`src/rtl/framed_packet_tx.sv`:
```
// rtl/framed_packet_tx.sv - byte-serial framing transmitter with escaping, XOR checksum and backpressure
module framed_packet_tx #(
  parameter int          DATA_BYTES = 4,
  parameter bit          CSUM_EN    = 1'b1,
  parameter logic [7:0]  FLAG       = 8'h7E,
  parameter logic [7:0]  ESC        = 8'h7D,
  parameter logic [7:0]  ESC_XOR    = 8'h20
) (
  input  logic                    clk,
  input  logic                    rst_n,
  input  logic                    in_valid,
  output logic                    in_ready,
  input  logic [DATA_BYTES*8-1:0] in_data,
  output logic [7:0]              tx_byte,
  output logic                    tx_valid,
  input  logic                    tx_ready,
  output logic                    busy,
  output logic                    frame_done
);

  localparam int DW = DATA_BYTES * 8;
  localparam int IW = (DATA_BYTES > 1) ? $clog2(DATA_BYTES) : 1;
  localparam logic [IW-1:0] LAST = IW'(DATA_BYTES - 1);

  typedef enum logic [2:0] {
    S_IDLE, S_START, S_DATA, S_DESC, S_CSUM, S_CESC, S_END
  } state_t;

  state_t        state, state_nx;
  logic [DW-1:0] shreg;
  logic [IW-1:0] idx;
  logic [7:0]    csum;
  logic          frame_done_q;

  logic [7:0] cur;
  logic       cur_esc, csum_esc, is_last, beat, capture, data_adv;

  // The current data byte always sits at the top of the shift register
  assign cur      = shreg[DW-1 -: 8];
  assign cur_esc  = (cur == FLAG) || (cur == ESC);
  assign csum_esc = (csum == FLAG) || (csum == ESC);
  assign is_last  = (idx == LAST);
  assign beat     = tx_valid && tx_ready;
  assign capture  = in_valid && in_ready;
  // A raw data byte is consumed either by its plain beat or by the second half of its escape pair
  assign data_adv = beat && (((state == S_DATA) && !cur_esc) || (state == S_DESC));

  // State register plus packet datapath; capture has priority since it only happens in IDLE or on the END beat
  always_ff @(posedge clk or negedge rst_n) begin
    if (!rst_n) begin
      state        <= S_IDLE;
      shreg        <= '0;
      idx          <= '0;
      csum         <= '0;
      frame_done_q <= 1'b0;
    end else begin
      state        <= state_nx;
      frame_done_q <= beat && (state == S_END);
      if (capture) begin
        shreg <= in_data;
        csum  <= '0;
        idx   <= '0;
      end else if (data_adv) begin
        csum  <= csum ^ cur;
        shreg <= shreg << 8;
        if (!is_last) idx <= idx + IW'(1);
      end
    end
  end

  // Next-state decode; every transition out of a transmitting state waits for a beat
  always_comb begin
    state_nx = state;
    case (state)
      S_IDLE:  if (in_valid) state_nx = S_START;
      S_START: if (beat) state_nx = S_DATA;
      S_DATA, S_DESC: begin
        if (beat) begin
          if ((state == S_DATA) && cur_esc) state_nx = S_DESC;
          else if (!is_last)                state_nx = S_DATA;
          else if (CSUM_EN)                 state_nx = S_CSUM;
          else                              state_nx = S_END;
        end
      end
      S_CSUM:  if (beat) state_nx = csum_esc ? S_CESC : S_END;
      S_CESC:  if (beat) state_nx = S_END;
      S_END:   if (beat) state_nx = in_valid ? S_START : S_IDLE;
      default: state_nx = S_IDLE;
    endcase
  end

  // Output decode; tx_byte depends only on registered state so it holds through stalls
  always_comb begin
    tx_byte = 8'h00;
    case (state)
      S_START: tx_byte = FLAG;
      S_DATA:  tx_byte = cur_esc ? ESC : cur;
      S_DESC:  tx_byte = cur ^ ESC_XOR;
      S_CSUM:  tx_byte = csum_esc ? ESC : csum;
      S_CESC:  tx_byte = csum ^ ESC_XOR;
      S_END:   tx_byte = FLAG;
      default: tx_byte = 8'h00;
    endcase
    tx_valid   = (state != S_IDLE);
    busy       = (state != S_IDLE);
    in_ready   = (state == S_IDLE) || ((state == S_END) && tx_ready);
    frame_done = frame_done_q;
  end

endmodule
```
`config.mk`:
```
export PLATFORM = sky130hd
export DESIGN_NAME = framed_packet_tx
export DESIGN_NICKNAME = d
export VERILOG_FILES = /design/src/rtl/framed_packet_tx.sv
export SDC_FILE = /design/constraint.sdc
export NUM_CORES = 1
export LEC_CHECK = 0
export CORE_ASPECT_RATIO = 0.6
export CORE_UTILIZATION = 54
export CTS_BUF_LIST = sky130_fd_sc_hd__clkbuf_8
export DETAILED_ROUTE_END_ITERATION = 6
export GPL_ROUTABILITY_DRIVEN = 0
export PLACE_DENSITY = 0.83
export SLEW_MARGIN = 15
export SYNTH_ARGS = -nofsm -noshare
export SYNTH_HDL_FRONTEND = slang
export SYNTH_SLANG_ARGS = --single-unit
```
`constraint.sdc`:
```
create_clock -name clk -period 1.99 [get_ports clk]
set_input_delay 0.4975 -clock clk [delete_from_list [all_inputs] [get_ports clk]]
set_output_delay 0.4975 -clock clk [all_outputs]
set_load 0.05 [all_outputs]
```
# After elaboration in Yosys (flattened, before gate mapping)
# Index checks and enable logic that the tools add are counted.
# totals
ff_bits	46
in_bits	36
# op_classes
add_sub_neg	1
eq_ne	18
n_mux	21
bitwise_logic	3
n_reduce_logical	19
# ops
cell	count
$mux 32	2
$pmux 8 s5	1
$eq 8x7->1 const B	4
$mux 8	4
$mux 3	8
$pmux 3 s6	1
$ne 2x2->1 const B	6
$eq 3x3->1 const B	3
$mux 2	4
$xor 8x8->8	1
$logic_and 1x1->1	7
$eq 3x2->1 const B	2
$reduce_and 6->1	1
$logic_or 1x1->1	4
$reduce_or 2->1	2
$eq 3x1->1 const B	1
$logic_not 3->1	1
$reduce_bool 3->1	1
$add 2x1->2 const B	1
$eq 2x2->1 const B	1
$ne 2x1->1 const B	1
$not 1->1	2
$reduce_and 2->1	1
$reduce_bool 2->1	1
other kinds (2)	2

# Longest topological paths before layout
# Gate-level depths: netlist of run 1.
# logic_depth
depth_word	8
mapped_depth	6

# Least setup slack after synthesis of run 1
# No wires, ideal clock.
# synth_path
path_kind	register to output
start	register state[2]
end	output tx_byte[2]
arrival_ns	2.210
required_ns	1.492
setup_slack_ns	-0.718
stages_incl_launch_ff	6
n_path_buf	3
path_cell_list	dfrtp_1 > buf_4 > buf_2 > clkbuf_1 > a21oi_1 > o31ai_1
# synth_via
elab_chain_len	3
# synth_lines
element	line_no	source
start: declaration	29	state_t state, state_nx;
start signal: assignment	57	state <= state_nx;
$eq 3x3->1 or $eq 3x1->1 (tied branches)	95	case (state)
$reduce_or 2->1 (no source line)	--	
$pmux 8 s5 (*)	95	
end: declaration	14	output logic [7:0] tx_byte,
# Mark *: on every way between the ends. The rest lies on a longest branch, timed or not.

# Final worst setup path of run 1
# layout_path
start	register state[1]
end	output tx_byte[1]
# Same word-level chain as after synthesis.

==> results of run 1 <==
## per-layer routing
| metal | track usage [%] | vias to the layer above |
|---|---|---|
| li1 | - | 1270 |
| met1 | 46.7 | 1537 |
| met2 | 52.6 | 370 |
| met3 | 9.15 | 88 |
| met4 | 12.9 | 0 |
| met5 | 0 | - |
## kinds of logic after synthesis
| kind of cell | share of synthesized area, % |
|---|---|
| flip-flops | 44.3 |
| multiplexers | 1.93 |
| adder cells (fa/ha/maj) | 0.481 |
| XOR/XNOR | 1.35 |
| buffers and inverters | 6.35 |
| AND/OR/NAND/NOR | 15.7 |
| AO/OA/AOI/OAI | 29.9 |
## layout by cell type, fill, tap and decap left out, drive strengths merged, types with 3 or more instances in the layout
cell / n
a21oi: 38
a22o: 11
a31oi: 23
and3b: 3
buf: 75
clkbuf: 11
clkdlybuf4s50: 34
dfrtp: 46
inv: 5
mux2i: 5
nand2: 15
nand2b: 5
nand3: 13
nor2: 34
nor2b: 5
o21ai: 26
o311ai: 4
o41ai: 3
xor2: 4
## Yosys cell counts (2+ instances only)
cell type,count
and3b_1,3
xor2_1,4
nor2b_1,5
a22o_1,11
nand3_1,12
dfrtp_1,46
mux2i_1,5
a31oi_1,23
o311ai_1,3
o41ai_1,3
o22ai_1,2
buf_4,3
clkbuf_1,12
o21ai_0,26
nand3b_1,2
o211ai_1,2
nor2_1,34
nand2b_1,5
o31ai_1,2
buf_2,9
buf_6,3
a221o_1,2
inv_1,5
nand2_1,15
a21oi_1,37
## what timing repair did
item | CTS | global route
cloned | 0 | 6
endpoints found under the setup margin | 11 | 45
resized for setup | 40 | 65
setup buffers | 16 | 12
pin swaps | 17 | 33
hold buffers | 0 | 0
## worst paths after layout
path | end | cells after the start | slack, ns
worst min register to register | shreg[2] | 1 | 0.53
max in group asynchronous | shreg[2] | 2 | 1.41
worst max register to register | shreg[28] | 10 | -0.18
worst min-delay path | state[1] | 1 | 0.04
min in group clk | shreg[2] | 1 | 0.53
worst max-delay path | tx_byte[1] | 6 | -0.35
## power groups by stage
| stage | Sequential [mW] | Combinational [mW] | Clock (mW) |
|---|---|---|---|
| final | 1.81 | 5.35 | 0.573 |
| after global routing | 1.81 | 5.50 | 0.610 |
| after CTS | 1.67 | 4.22 | 0.546 |
| after detailed placement | 1.69 | 3.70 | 0 |
| after global placement | 1.67 | 3.61 | 0 |
| after floorplan | 1.62 | 2.33 | 0 |
## state kept, by name, indices dropped and copies added (netlist names)
| signal | cells |
|---|---|
| csum | 8 |
| frame_done | 1 |
| state | 3 |
| shreg | 32 |
| idx | 2 |
## stage by stage
step	area, um2	power [mW]	cells	hold WS (ns)
global route	4310	7.93	453	0.0358
floorplan	2680	3.94	294	0.202
finish	4310	7.73	453	0.0409
detailed placement	3450	5.39	413	0.362
CTS	3780	6.44	435	0.0442
global placement	3450	5.28	413	0.359
## cell type report
| type | instances | area, um2 |
|---|---|---|
| clock buffers | 5 | 68.8 |
| well taps | 63 | 78.8 |
| fillers | 127 | 277 |
| repair buffers | 116 | 1320 |
| clock inverters | 2 | 10.0 |
| multi-input cells | 216 | 1660 |
| flip-flops and latches | 46 | 1160 |
| inverters | 5 | 18.8 |
## worst max-delay path, stage by stage (launching register included)
cell	delay, ns
dfrtp_2	0.49
buf_6	0.16
buf_6	0.13
a21oi_1	0.20
nand2_1	0.15
o211ai_1	0.18
clkbuf_16	0.23
==> insert_results.sql, run 1 <==
INSERT INTO impl_metrics (metric_group, metric, value, unit) VALUES
('status', 'outcome', 'finished, violations left', ''),
('clock_tree', 'clkLatencyLatePin', '0.30', 'ns'),
('sta', 'setup_viol_count_final', '53', ''),
('pwr', 'power_frac_comb', '69.2', '%'),
('yosys', 'total_of_flip_flops_plus_latches_after_synthesis', '46', ''),
('grt', 'largest_net_degree_at_the_start_of_global_routing', '33', ''),
('clock_tree', 'cts.root.buffer_cell', 'clkbuf_8', ''),
('setup_path', 'crit_start', 'state[1]', ''),
('grt', 'gr_usage_total', '34.2', '%'),
('sta', 'fin_setup_tns', '-5.54', 'ns'),
('grt', 'grt_pass1_wl', '13.5', 'mm'),
('die', 'floorplan.rows', '19', ''),
('clock_tree', 'clock_tree.htree_level_count', '2', ''),
('sta', 'max_transition_viols_final', '0', ''),
('yosys', 'async_flop_share', '100', '%'),
('final_layout', 'utilization', '94.0', '%'),
('drt', 'drt_met1_wl', '4.41', 'mm'),
('flow_run', 'drv.max_cap_violation_count', '0', ''),
('clock_tree', 'clock_tree.buffer_depth', '2', ''),
('sta', 'finalClockSkew', '0.00595', 'ns'),
('drt', 'post_drt_wl_per_cell', '26.7', 'um'),
('pwr', 'p_leak', '1.82', 'nW'),
('final_layout', 'final_nets', '427', ''),
('pwr', 'peakVddDrop', '1.31', 'mV'),
('sta', 'maxSlewHeadroom', '66.1', '%'),
('yosys', 'synth.avg_cell_area', '8.84', 'um2'),
('setup_path', 'critPathLaunchType', 'flip-flop', ''),
('yosys', 'synthDistinctLibCells', '45', ''),
('pwr', 'power.share.sequential', '23.4', '%'),
('yosys', 'ys.flop_type', 'dfrtp_1', ''),
('die', 'core_area', '0.00459', 'mm2'),
('grt', 'grt_pass1_vias', '2710', ''),
('yosys', 'cell_area_after_technology_mapping', '0.00260', 'mm2'),
('setup_path', 'worst-endpoint-arrival', '1.84', 'ns'),
('sta', 'fin_ws', '-0.348', 'ns'),
('drt', 'via_count_normalized_by_instance_count', '7.21', ''),
('hold_path', 'hold_path.class', 'input port to asynchronous set/reset pin', ''),
('pwr', 'switching_power_total', '3.69', 'mW'),
('final_layout', 'syn2layout_area_growth', '65.9', '%'),
('final_layout', 'post_route_cells_drive_above_1_share', '39.2', '%'),
('drt', 'drt_pass1_iterations', '5', ''),
('clock_tree', 'clk_transition_reported_paths', '0.09', 'ns'),
('yosys', 'netlist.top_cell.by_area', 'dfrtp_1', ''),
('yosys', 'synth_top_area_share', '44.3', '%'),
('drt', 'top_layer', 'met4', ''),
('drt', 'vias', '3265', ''),
('placement', 'dpl_worst_slack', '-0.162', 'ns'),
('grt', 'overflow', '0', ''),
('sta', 'worstMarginPinSlew', '0.506', 'ns'),
('drt', 'wl_met3', '1.74', 'mm'),
('clock_tree', 'cts-buffers-inserted', '5', ''),
('clock_tree', 'tritoncts_num_sinks', '46', ''),
('pwr', 'cellInternalPower', '4.04', 'mW'),
('final_layout', 'insertedDiodeCount', '0', ''),
('die', 'fp.dieW', '91.6', 'um'),
('die', 'die_area', '0.00510', 'mm2'),
('yosys', 'synth_warnings', '0', ''),
('die', 'initial_core_util', '56.6', '%'),
('yosys', 'number_of_standard_cells_after_synthesis', '294', ''),
('drt', 'drtAntennaViolNets', '0', ''),
('pwr', 'swShare', '47.7', '%'),
('yosys', 'ys_seq_area_share', '44.3', '%'),
('pwr', 'p_clk_share', '7.4', '%'),
('setup_path', 'setup.worst_path.end_class', 'output port', ''),
('sta', 'hold_viol', '0', ''),
('status', 'failed_checks', 'negative setup slack', ''),
('clock_tree', 'cts_tree', 'built', ''),
('yosys', 'netlist_top_cells_area', 'dfrtp_1, a21oi_1, a31oi_1', ''),
('drt', 'postRouteWirelength', '12.1', 'mm'),
('sta', 'period_utilization_post_route', '118', '%'),
('sta', 'final_period_minus_worst_setup_slack', '2.34', 'ns');
Note: power is estimated with default switching activity, not from simulation.
==> run 2, diff against run 1 <==
Settings changed: CORE_UTILIZATION 54 to 58, PLACE_DENSITY 0.83 to 0.88.
Clock period 1.99 ns to 3 ns, I/O delays scaled along.
==> run 2 against run 1 <==
Net effect: highest routed layer unchanged; hold slack improved by 0.36 ns; critical endpoint is now tx_byte[4]; clock-buffer cell count is the same; the run now ends clean; critical path depth unchanged.
==> insert_results.sql, run 2 (same netlist as run 1, synthesis figures left out) <==
INSERT INTO impl_metrics (metric_group, metric, value, unit) VALUES
('setup_path', 'depth_of_the_worst_register_to_register_path', '6', ''),
('drt', 'drt_pass1_iterations', '5', ''),
('setup_path', 'critPathMaxFanout', '12', ''),
('setup_path', 'regToRegSetupSlack', '0.81', 'ns'),
('grt', 'gr_usage_total', '29.3', '%'),
('placement', 'port_buffer_count', '47', ''),
('die', 'core_area', '0.00421', 'mm2'),
('final_layout', 'finalInstanceArea', '0.00320', 'mm2'),
('final_layout', 'insertedDiodeCount', '0', ''),
('final_layout', 'layout.cells.most_common_list', 'dfrtp_1, a21oi_1, clkdlybuf4s50_1', ''),
('die', 'fp.dieW', '88.4', 'um'),
('die', 'io_pins', '48', ''),
('die', 'chipHeight', '53.9', 'um'),
('drt', 'vias', '2519', ''),
('sta', 'max_transition_viols_final', '0', ''),
('clock_tree', 'postCtsResizedCells', '0', ''),
('hold_path', 'hold_path.class', 'input port to asynchronous set/reset pin', ''),
('final_layout', 'registers.top_by_ff_count', 'shreg', ''),
('final_layout', 'layout_commonest_cell', 'dfrtp_1', ''),
('die', 'floorplan.rows', '18', ''),
('final_layout', 'final_nets', '373', ''),
('pwr', 'power-per-cell-area', '1090', 'mW/mm2'),
('sta', 'fin_setup_tns', '0', 'ns'),
('setup_path', 'critPathLaunchType', 'flip-flop', ''),
('sta', 'period_utilization_post_route', '92.4', '%'),
('drt', 'drc_errors', '0', ''),
('setup_path', 'timing.critical_path.max_delay_family', 'compound AO/OA/AOI/OAI gates', ''),
('grt', 'overflow', '0', ''),
('setup_path', 'timing.critical_path.slowest_cell_delay', '0.39', 'ns'),
('drt', 'postRouteWirelength', '6.56', 'mm'),
('setup_path', 'crit_top_cell', 'buf_4', ''),
('sta', 'maxSlewHeadroom', '59.6', '%'),
('sta', 'finalClockSkew', '0.00300', 'ns'),
('final_layout', 'syn2layout_area_growth', '23.2', '%'),
('pwr', 'p_leak', '1.38', 'nW'),
('final_layout', 'multiInputGateArea', '0.00128', 'mm2'),
('final_layout', 'seqCellArea', '0.00115', 'mm2'),
('setup_path', 'cp_data_required_time', '2.25', 'ns'),
('placement', 'detailedPlacementHpwl', '4.45', 'mm'),
('grt', 'grt_pass1_vias', '2109', ''),
('setup_path', 'cp.buffers_inverters', '2', ''),
('die', 'die_area', '0.00476', 'mm2'),
('setup_path', 'timing.setup.critical_path_class', 'flip-flop to output port', ''),
('drt', 'via_count_normalized_by_instance_count', '6.36', ''),
('final_layout', 'n_fill_cell', '323', ''),
('pwr', 'peakVddDrop', '0.542', 'mV'),
('clock_tree', 'clkLatencyLatePin', '0.30', 'ns'),
('clock_tree', 'clock_tree.htree_level_count', '2', ''),
('status', 'outcome', 'finished clean', ''),
('setup_path', 'worst-endpoint-arrival', '2.02', 'ns'),
('drt', 'drtIter0Drc', '229', ''),
('final_layout', 'max_reg_flops', '32', ''),
('final_layout', 'post_route_cells_drive_above_1_share', '10.1', '%'),
('clock_tree', 'post-cts-setup-buffer-count', '0', ''),
('sta', 'rsz0062_at_grt', 'no', ''),
('sta', 'hold_viol', '0', ''),
('setup_path', 'setup.worst_path.end_class', 'output port', ''),
('sta', 'final.hold.worst_slack', '0.400', 'ns'),
('drt', 'post_drt_wl_per_cell', '16.6', 'um'),
('sta', 'final_period_minus_worst_setup_slack', '2.77', 'ns'),
('placement', 'placed_cell_area', '0.00312', 'mm2'),
('grt', 'largest_net_degree_at_the_start_of_global_routing', '34', ''),
('die', 'initial_core_util', '61.7', '%'),
('clock_tree', 'cts.root.buffer_cell', 'clkbuf_8', ''),
('grt', 'grt_pass1_wl', '10.4', 'mm'),
('grt', 'antenna_found_initial', '0', ''),
('clock_tree', 'count_of_hold_fix_buffers_inserted_at_cts', '0', ''),
('flow_run', 'drv.max_cap_violation_count', '0', ''),
('setup_path', 'worst_path_max_delay_cell', 'dfrtp_1', ''),
('sta', 'setup_viol_count_final', '0', ''),
('clock_tree', 'cts-buffers-inserted', '5', ''),
('clock_tree', 'clock_tree.buffer_depth', '2', ''),
('drt', 'drtAntennaViolNets', '0', ''),
('setup_path', 'rr_startpoint', 'state[1]', ''),
('clock_tree', 'cts_tree', 'built', ''),
('setup_path', 'path_cells', 'buf_4 -> and3b_1 -> a31oi_1 -> o221ai_1 -> a221o_1 -> buf_4', ''),
('sta', 'achievable-frequency', '361', 'MHz'),
('sta', 'worstMarginPinSlew', '0.605', 'ns'),
('clock_tree', 'clk_transition_reported_paths', '0.08', 'ns'),
('final_layout', 'biggestRegsByFlops', 'shreg: 32 flops, csum: 8 flops, state: 3 flops', ''),
('setup_path', 'timing.rr.end', 'shreg[30]', ''),
('clock_tree', 'tritoncts_num_sinks', '46', '');
-- run 2: cell types whose count changed in the layout (fill, tap and decap cells not counted), moves of 8 or more --
| cell | change |
|---|---|
| a21oi_2 | -8 |
| buf_4 | -17 |
| buf_6 | -19 |
| nor2_1 | +11 |
| nor2_2 | -11 |
| a21oi_1 | +10 |
| buf_12 | -9 |
-- run 2: report_power, final --
group	leakage (nW)	total (mW)	internal, mW	switching (mW)
sequential	0.585	1.15	0.897	0.255
clock	0.0414	0.360	0.157	0.203
combinational	0.751	1.97	0.784	1.19
total	1.38	3.48	1.84	1.64
-- run 2: area by class of cell --
cell class | instances | share of cell area [%]
Timing Repair Buffer | 62 | 18.5
Clock buffer | 5 | 2.15
Multi-Input combinational cell | 216 | 40.1
Tap cell | 60 | 2.35
Clock inverter | 2 | 0.352
Inverter | 5 | 0.586
Sequential cell | 46 | 36.0
-- run 2: worst reg2reg max path, stage by stage (launching register included) --
cell      delay, ns
dfrtp_1        0.47
buf_4          0.22
or2_1          0.30
a211oi_4       0.57
buf_4          0.31
a31oi_1        0.07
a21oi_1        0.18
-- run 2: per-layer routing --
layer	routed length, um	part of all wire (%)	global-route usage [%]
met1	2940	45	44.4
met2	2950	45	42.4
met3	634	9.7	6.44
met4	46	0.70	7.80
met5	0	0	0
-- run 2: per-stage QoR --
| step | setup slack [ns] | cells | power [mW] | utilization (%) |
|---|---|---|---|---|
| finish | 0.228 | 396 | 3.48 | 76.0 |
| global route | 0.139 | 396 | 3.71 | 76.0 |
| CTS | 0.246 | 396 | 3.47 | 76.0 |
| detailed placement | 0.407 | 389 | 3.10 | 74.1 |
| global placement | 0.438 | 389 | 3.02 | 74.1 |
| floorplan | 0.0399 | 294 | 2.50 | - |
-- run 2: worst max path at each step --
stage	to	depth (start not counted)	start
2_1_floorplan	tx_byte[2]	5	state[2]
3_3_place_gp	in_ready	4	tx_ready
3_5_place_dp	shreg[30]	6	tx_ready
4_1_cts	tx_byte[4]	6	state[0]
5_1_grt	tx_byte[4]	6	state[0]
6_report	tx_byte[4]	6	state[0]
